File: config.mk
export PLATFORM = sky130hd
export DESIGN_NAME = add_seq_ctrl
export DESIGN_NICKNAME = d
export VERILOG_FILES = /design/src/rtl/add_seq_ctrl.sv
export SDC_FILE = /design/constraint.sdc
export NUM_CORES = 1
export LEC_CHECK = 0
export ABC_AREA = 1
export CORE_MARGIN = 1
export CORE_UTILIZATION = 50
export DETAILED_ROUTE_END_ITERATION = 10
export PLACE_DENSITY = 0.88
export SYNTH_ARGS = -nofsm -noshare
export SYNTH_HDL_FRONTEND = slang
export SYNTH_SLANG_ARGS = --single-unit
export TNS_END_PERCENT = 100
File: constraint.sdc
create_clock -name clk -period 11.5 [get_ports clk]
set_clock_uncertainty 0.1 [all_clocks]
set_input_delay 2.3 -clock clk [delete_from_list [all_inputs] [get_ports clk]]
set_output_delay 2.3 -clock clk [all_outputs]
set_load 0.05 [all_outputs]
File: src/rtl/add_seq_ctrl.sv
// Slice-serial N-bit adder/subtractor: one W-bit ripple slice stepped across the operands,
// with the inter-slice carry held in a flop.
//
// state | meaning
// IDLE  | waiting for start
// RUN   | processing slice idx, one slice per cycle
// DONE  | one-cycle done pulse; a start here begins the next operation
module add_seq_ctrl #(
   parameter int N = 32,
   parameter int W = 8
) (
   input  logic         clk,
   input  logic         rst_n,
   input  logic         start,
   input  logic         sub,
   input  logic [N-1:0] a,
   input  logic [N-1:0] b,
   output logic         busy,
   output logic         done,
   output logic [N-1:0] sum,
   output logic         cout,
   output logic         ovf
);

   localparam int S  = N / W;
   localparam int IW = (S > 1) ? $clog2(S) : 1;

   typedef enum logic [1:0] {
      ST_IDLE,
      ST_RUN,
      ST_DONE
   } state_t;

   state_t        state, state_nxt;
   logic [N-1:0]  opa, opb;
   logic          carry;
   logic [IW-1:0] idx;
   logic [W-1:0]  sl_a, sl_b, sl_sum;
   logic [W:0]    rc;
   logic          take, last;

   assign take = start && ((state == ST_IDLE) || (state == ST_DONE));
   assign last = (state == ST_RUN) && (idx == IW'(S - 1));
   assign busy = (state == ST_RUN);
   assign done = (state == ST_DONE);

   always_comb begin
      sl_a = '0;
      sl_b = '0;
      for (int k = 0; k < S; k++) begin
         if (idx == IW'(k)) begin
            sl_a = opa[k*W +: W];
            sl_b = opb[k*W +: W];
         end
      end
   end

   // Explicit full-adder chain so rc[W-1] (carry into the slice MSB) is available for overflow.
   always_comb begin
      rc     = '0;
      sl_sum = '0;
      rc[0]  = carry;
      for (int i = 0; i < W; i++) begin
         sl_sum[i] = sl_a[i] ^ sl_b[i] ^ rc[i];
         rc[i+1]   = (sl_a[i] & sl_b[i]) | (sl_a[i] & rc[i]) | (sl_b[i] & rc[i]);
      end
   end

   always_ff @(posedge clk or negedge rst_n) begin
      if (!rst_n) state <= ST_IDLE;
      else        state <= state_nxt;
   end

   always_comb begin
      state_nxt = state;
      case (state)
         ST_IDLE: if (take) state_nxt = ST_RUN;
         ST_RUN:  if (last) state_nxt = ST_DONE;
         ST_DONE: state_nxt = take ? ST_RUN : ST_IDLE;
         default: state_nxt = ST_IDLE;
      endcase
   end

   always_ff @(posedge clk or negedge rst_n) begin
      if (!rst_n) begin
         opa   <= '0;
         opb   <= '0;
         carry <= 1'b0;
         idx   <= '0;
         sum   <= '0;
         cout  <= 1'b0;
         ovf   <= 1'b0;
      end else if (take) begin
         opa   <= a;
         opb   <= sub ? ~b : b;
         carry <= sub;
         idx   <= '0;
      end else if (state == ST_RUN) begin
         for (int k = 0; k < S; k++) begin
            if (idx == IW'(k)) sum[k*W +: W] <= sl_sum;
         end
         carry <= rc[W];
         idx   <= idx + IW'(1);
         if (last) begin
            cout <= rc[W];
            ovf  <= rc[W-1] ^ rc[W];
         end
      end
   end

endmodule
==> results of run 1 <==
==> cell usage after synthesis <==
library cell,n
buf_4,6
clkbuf_1,1
or2_2,3
nand2_1,233
buf_6,11
dfrtp_1,103
nor2_1,23
o21ai_2,12
inv_6,1
xnor2_1,32
inv_1,24
clkbuf_2,2
a21oi_1,20
xor2_1,1
o21ai_0,36
nand3_1,10
inv_2,3
buf_2,11
ha_1,4
nand2_4,4
nand2_2,2
a21boi_0,1
nor2_4,1
fa_1,8
o21ai_1,23
==> flip-flops by register name (all words and copies together) (netlist names) <==
signal,cells
sum,32
carry,1
opb,32
cout,1
idx,2
opa,32
state,2
ovf,1
==> metrics by stage <==
step	total power [mW]	instance area, µm²
5_1_grt	2.22	6220
2_1_floorplan	1.48	5030
4_1_cts	2.07	6220
3_3_place_gp	1.78	6010
3_5_place_dp	1.83	6010
6_report	2.07	6220
==> layout make-up <==
class                      instances  area (µm²)
tap                              133         166
sequential                       103        2580
clock buffer                       9         124
multi-input combinational        413        2110
fill                             819        3560
inverter                          28         110
clock inverter                     7        86.3
timing repair buffer             106        1050
==> per-layer routing <==
| layer | wire (µm) | track usage (%) |
|---|---|---|
| met5 | 0 | 0 |
| met4 | 312 | 10.0 |
| met3 | 603 | 3.63 |
| met2 | 5470 | 37.7 |
| met1 | 4920 | 30.2 |
==> report_power, final <==
part           total, mW  internal [mW]  switching [mW]
Combinational       1.18          0.381           0.801
Sequential         0.644          0.535           0.110
Clock              0.239          0.105           0.134
==> path summary, 6_finish.rpt <==
kind | start | endpoint | slack [ns] | cells past startpoint
setup reg to reg | idx[0] | sum[15] | 6.15 | 17
min in group asynchronous | rst_n | opa[12] | 1.83 | 1
hold reg to reg | opa[30] | opa[30] | 0.39 | 2
max in group asynchronous | rst_n | opb[23] | 8.38 | 2
hold / removal | opa[30] | opa[30] | 0.39 | 2
setup / recovery | idx[0] | sum[15] | 6.15 | 17
==> worst max-delay path, delay by kind of cell, from the launching register on <==
kind / cells / cell delay (ns)
flip-flops: 1 / 0.42
AND/OR/NAND/NOR: 3 / 0.30
adder cells (fa/ha/maj): 9 / 3.69
buffers and inverters: 4 / 0.57
AO/OA/AOI/OAI: 1 / 0.18
==> cells in the final DEF, fill, tap and decap left out, types with 3 or more instances in the layout <==
| cell | Yosys | final |
|---|---|---|
| nand2_1 | 233 | 233 |
| dfrtp_1 | 103 | 103 |
| clkdlybuf4s50_1 | 0 | 101 |
| o21ai_0 | 36 | 36 |
| xnor2_1 | 32 | 32 |
| inv_1 | 24 | 24 |
| nor2_1 | 23 | 23 |
| o21ai_1 | 23 | 23 |
| a21oi_1 | 20 | 20 |
| o21ai_2 | 12 | 12 |
| nand3_1 | 10 | 10 |
| clkbuf_8 | 0 | 9 |
| fa_1 | 8 | 8 |
| nand2_4 | 4 | 4 |
| ha_1 | 4 | 4 |
| buf_4 | 6 | 4 |
| inv_2 | 3 | 3 |
| or2_2 | 3 | 3 |
==> cells by family after synthesis <==
family / count (synthesis)
XOR/XNOR: 33
AND/OR/NAND/NOR: 276
buffers and inverters: 59
adder cells (fa/ha/maj): 12
flip-flops: 103
AO/OA/AOI/OAI: 92
==> run metrics, run 1 <==
Slowest-stage cell, CP ha_1; setup TNS 0 ns; gate count after technology mapping 575; clock sinks 103; DRC 0; Hold Vio Cnt, Final 0; total grt overflow 0; Post-CTS Setup Inserts 0; main combinational cell family by area after synthesis simple AND/OR/NAND/NOR gates; Placeable Area 9770 µm²; Crit path required time 11.69 ns; simple-gate share of the synthesized area 21.8%; clock transition at the registers of the reported paths 0.10 ns; initial antenna violation count 0; Max Slew Vio Count 0; top cells by area in the synthesized netlist dfrtp_1, nand2_1, xnor2_1; number of levels the H-tree was split into 3; worst slack at placement 6.20 ns; IR drop worst, VDD 0.165 mV; clock tree from TritonCTS yes; complex-gate fraction of the synthesized area 10.1%; Area growth syn-to-layout 23.6%; number of standard cells in the final layout excluding fillers 799; transition time at the pin with the least slew margin 0.836 ns; Critical Path, Cell by Cell inv_1 > ha_1 > inv_2 > nand3_1 > nand2_1 > nand2_1 > fa_1 > inv_1 > fa_1 > fa_1 > fa_1 > fa_1 > fa_1 > fa_1 > inv_1 > fa_1 > o21ai_1; vias in the first global route 3828; initial core utilization 51.5%; half-perimeter wire length after detailed placement 8.43 mm; flip-flop and latch count after synthesis 103; setup-violating endpoint count in the final report 0; largest fanout of any net on the critical path 18; first-pass iteration count of the detailed router 5; maximum number of buffers from clock root to sink 2; via density per instance 5.06; share of cells above drive strength 1 7.06%; type of destination of the critical path register; Highest Clock Rate 187 MHz; number of standard-cell rows in the floorplan 36; total vias in the final route 4045; count of buffers inserted at the top-level ports 103; sequential area share after synthesis 51.2%; fraction of synthesized cell area in xor and xnor cells 5.74%; setup ws final 6.15 ns; LEAKAGE 2.98 nW; relative slew slack 44.3%; type of the tightest min-delay check register to register; dominant cell type by count on the critical path fa_1; later-pin clock latency in the skew report 0.37 ns; data arrival time of the critical path 5.54 ns; dpl cells 783; antenna fix cells 0; Yosys cell types 25; area share of the leading cell type in the synthesized netlist 51.2%; I/O pin count 104; GRT Total Usage 22.9%; cell at the root of the clock tree clkbuf_8; hold bufs inserted after CTS 0; DIE AREA 10500 µm²; post-detailed-route count of antenna-violating nets 0; Detailed Route Iter0 Violations 190; average instance area after synthesis 8.75 µm²; leading area contributor after synthesis dfrtp_1; number of gates given a new drive strength after cts 0; Worst Setup Start Kind register; Worst Hold Slack 0.391 ns; average detailed-routed wire length per instance 14.1 µm; kind of critical path register to register; Final GP Congestion 0.834; wirelength, routed 11.3 mm; wire length of the first global-routing pass 18.1 mm; post-route clock period utilization 46.5%; Adder-Cell Fraction of Synth Area 4.18%; multiplexer area fraction after synthesis 0%; nets@finish 741; netlist area before placement 5030 µm²; net count of the mapped netlist 655; number of buffers created by CTS 9; largest stage delay on the critical path 0.67 ns; largest net degree at the start of global routing 100; setup repair after global routing missed its margin no; minimum period implied by the final worst setup slack 5.35 ns; die extent in y 102 µm; total power per unit cell area 332 nW/µm²; Warnings, synthesis 0; final core area utilization 63.6%; result of the run complete, no violations; number of maximum-capacitance violations 0; x dimension of the die 102 µm
Note: power is estimated with default switching activity, not from simulation.
==> run 2: changes to the inputs <==
Settings changed: CORE_UTILIZATION 50 to 46, PLACE_DENSITY 0.88 to 0.86.
Clock period 11.5 ns to 4.68 ns, I/O delays scaled along.
==> run metrics, run 2 (synthesis gave the netlist of run 1 again) <==
LEAKAGE 3.01 nW (+1.1%); Worst Setup Start Kind register; clock tree from TritonCTS yes; commonest non-fill, non-tap cell in the layout nand2_1; initial core utilization 48.1% (-3.4 points); largest registers opa (32), opb (32), sum (32); Detailed Route Iter0 Violations 182 (-4.2%); Hold Vio Cnt, Final 0 (unchanged); number of buffers created by CTS 9 (unchanged); total vias in the final route 4136 (+2.2%); Placeable Area 10500 µm² (+7.0%); wirelength, routed 12.0 mm (+6.1%); IR drop worst, VDD 0.459 mV (+180%); setup repair after global routing missed its margin no; Final GP Congestion 0.867 (+4.0%); type of destination of the critical path register; Highest Clock Rate 221 MHz (+18%); number of standard-cell rows in the floorplan 37 (+2.8%); number of maximum-capacitance violations 0 (unchanged); vias in the first global route 4114 (+7.5%); initial antenna violation count 0 (unchanged); Area growth syn-to-layout 25.7%; type of the tightest min-delay check register to register; first-pass iteration count of the detailed router 5 (unchanged); largest net degree at the start of global routing 76 (-24%); cell at the root of the clock tree clkbuf_8; nets@finish 750 (+1.2%); hold bufs inserted after CTS 0 (unchanged); post-detailed-route count of antenna-violating nets 0 (unchanged); Max Slew Vio Count 0 (unchanged); average detailed-routed wire length per instance 14.8 µm (+4.5%); count of buffers inserted at the top-level ports 103 (unchanged); GRT Total Usage 22.6% (-0.35 points); antenna fix cells 0 (unchanged); later-pin clock latency in the skew report 0.38 ns (about the same); setup TNS 0 ns (unchanged); share of cells above drive strength 1 9.78% (+2.7 points); commonest non-fill, non-tap cells in the layout nand2_1, dfrtp_1, clkdlybuf4s50_1; post-route clock period utilization 96.6% (+50 points); half-perimeter wire length after detailed placement 8.94 mm (+5.9%); final core area utilization 60.5% (-3.1 points); largest fanout of any net on the critical path 5 (-13); kind of critical path register to register; Post-CTS Setup Inserts 0 (unchanged); number of levels the H-tree was split into 3 (unchanged); Crit path required time 4.89 ns (-6.80 ns); die extent in y 107 µm (+4.2%); I/O pin count 104 (unchanged); via density per instance 5.10 (+0.74%); x dimension of the die 107 µm (+4.2%); wire length of the first global-routing pass 19.7 mm (+9.0%); DRC 0 (unchanged); data arrival time of the critical path 4.73 ns (-0.81 ns); relative slew slack 38.2% (-6.1 points); maximum number of buffers from clock root to sink 2 (unchanged); clock transition at the registers of the reported paths 0.11 ns (about the same); result of the run complete, no violations; setup-violating endpoint count in the final report 0 (unchanged); transition time at the pin with the least slew margin 0.928 ns (+0.0914 ns); total power per unit cell area 814 nW/µm² (+140%); reg-to-reg slack, setup 0.16 ns (-5.99 ns); DIE AREA 11400 µm² (+8.5%); minimum period implied by the final worst setup slack 4.52 ns (-0.826 ns); total grt overflow 0 (unchanged); clock sinks 103 (unchanged)
## run 2: cell count changes in the layout (fill, tap and decap cells not counted), moves of 2 or more
cell | before | now
ha_4 | 0 | 4
fa_1 | 8 | 6
buf_4 | 4 | 12
ha_1 | 4 | 0
inv_1 | 24 | 22
inv_6 | 2 | 5
dfrtp_2 | 0 | 2
fa_2 | 0 | 2
dfrtp_1 | 103 | 101
## run 2: area by class of cell
| class | count | area (µm²) |
|---|---|---|
| Fill cell | 922 | 4140 |
| Sequential cell | 103 | 2580 |
| Multi-Input combinational cell | 413 | 2160 |
| Timing Repair Buffer | 115 | 1120 |
| Tap cell | 136 | 170 |
| Clock buffer | 9 | 124 |
| Inverter | 28 | 113 |
| Clock inverter | 7 | 60.1 |
## run 2: stage by stage
step	hold slack, ns	worst slack, ns	total power [mW]	instance area, µm²	cells
final	0.394	0.160	5.15	6320	811
after CTS	0.399	0.0638	5.09	6260	811
after detailed placement	0.369	0.0245	4.56	6080	795
after global placement	0.367	0.188	4.44	6080	795
after global routing	0.425	0.0177	5.55	6320	811
after floorplan	0.341	0.143	3.63	5030	575
## run 2: what timing repair did
action,CTS,global route
endpoints found under the setup margin,1,6
gates resized for setup,1,15
pin swaps,0,0
## run 2: power by group
group,internal [mW],switching [mW]
Clock,0.205,0.329
Combinational,1.01,2.00
Sequential,1.32,0.295
## run 2: worst paths after layout
path | startpoint | endpoint | cells after the start
worst min register to register | opa[4] | opa[4] | 2
min in group asynchronous | rst_n | opa[0] | 1
worst max register to register | idx[0] | sum[15] | 15
worst min-delay path | opa[4] | opa[4] | 2
max in group asynchronous | rst_n | opa[31] | 2
worst max-delay path | idx[0] | sum[15] | 15
## run 2: metal layers
metal  part of all wire, %  vias up  global-route usage [%]  wire length, µm
li1                      -     1980                       -                -
met1                    43     1962                    28.0             5170
met2                    49      172                    39.2             5880
met3                   5.6       22                    4.32              670
met4                   2.2        0                    8.22              263
met5                     0        -                       0                0
## run 2: worst max-delay path, cell delays in order, from the launching register on
cell and delay, ns:
dfrtp_2 0.47, ha_4 0.19, inv_1 0.06, or2_2 0.27, nand2_1 0.09, fa_1 0.17
inv_1 0.05, fa_1 0.38, fa_1 0.40, fa_1 0.40, fa_1 0.39, fa_1 0.39
fa_2 0.36, inv_1 0.08, fa_2 0.48, o21ai_1 0.17
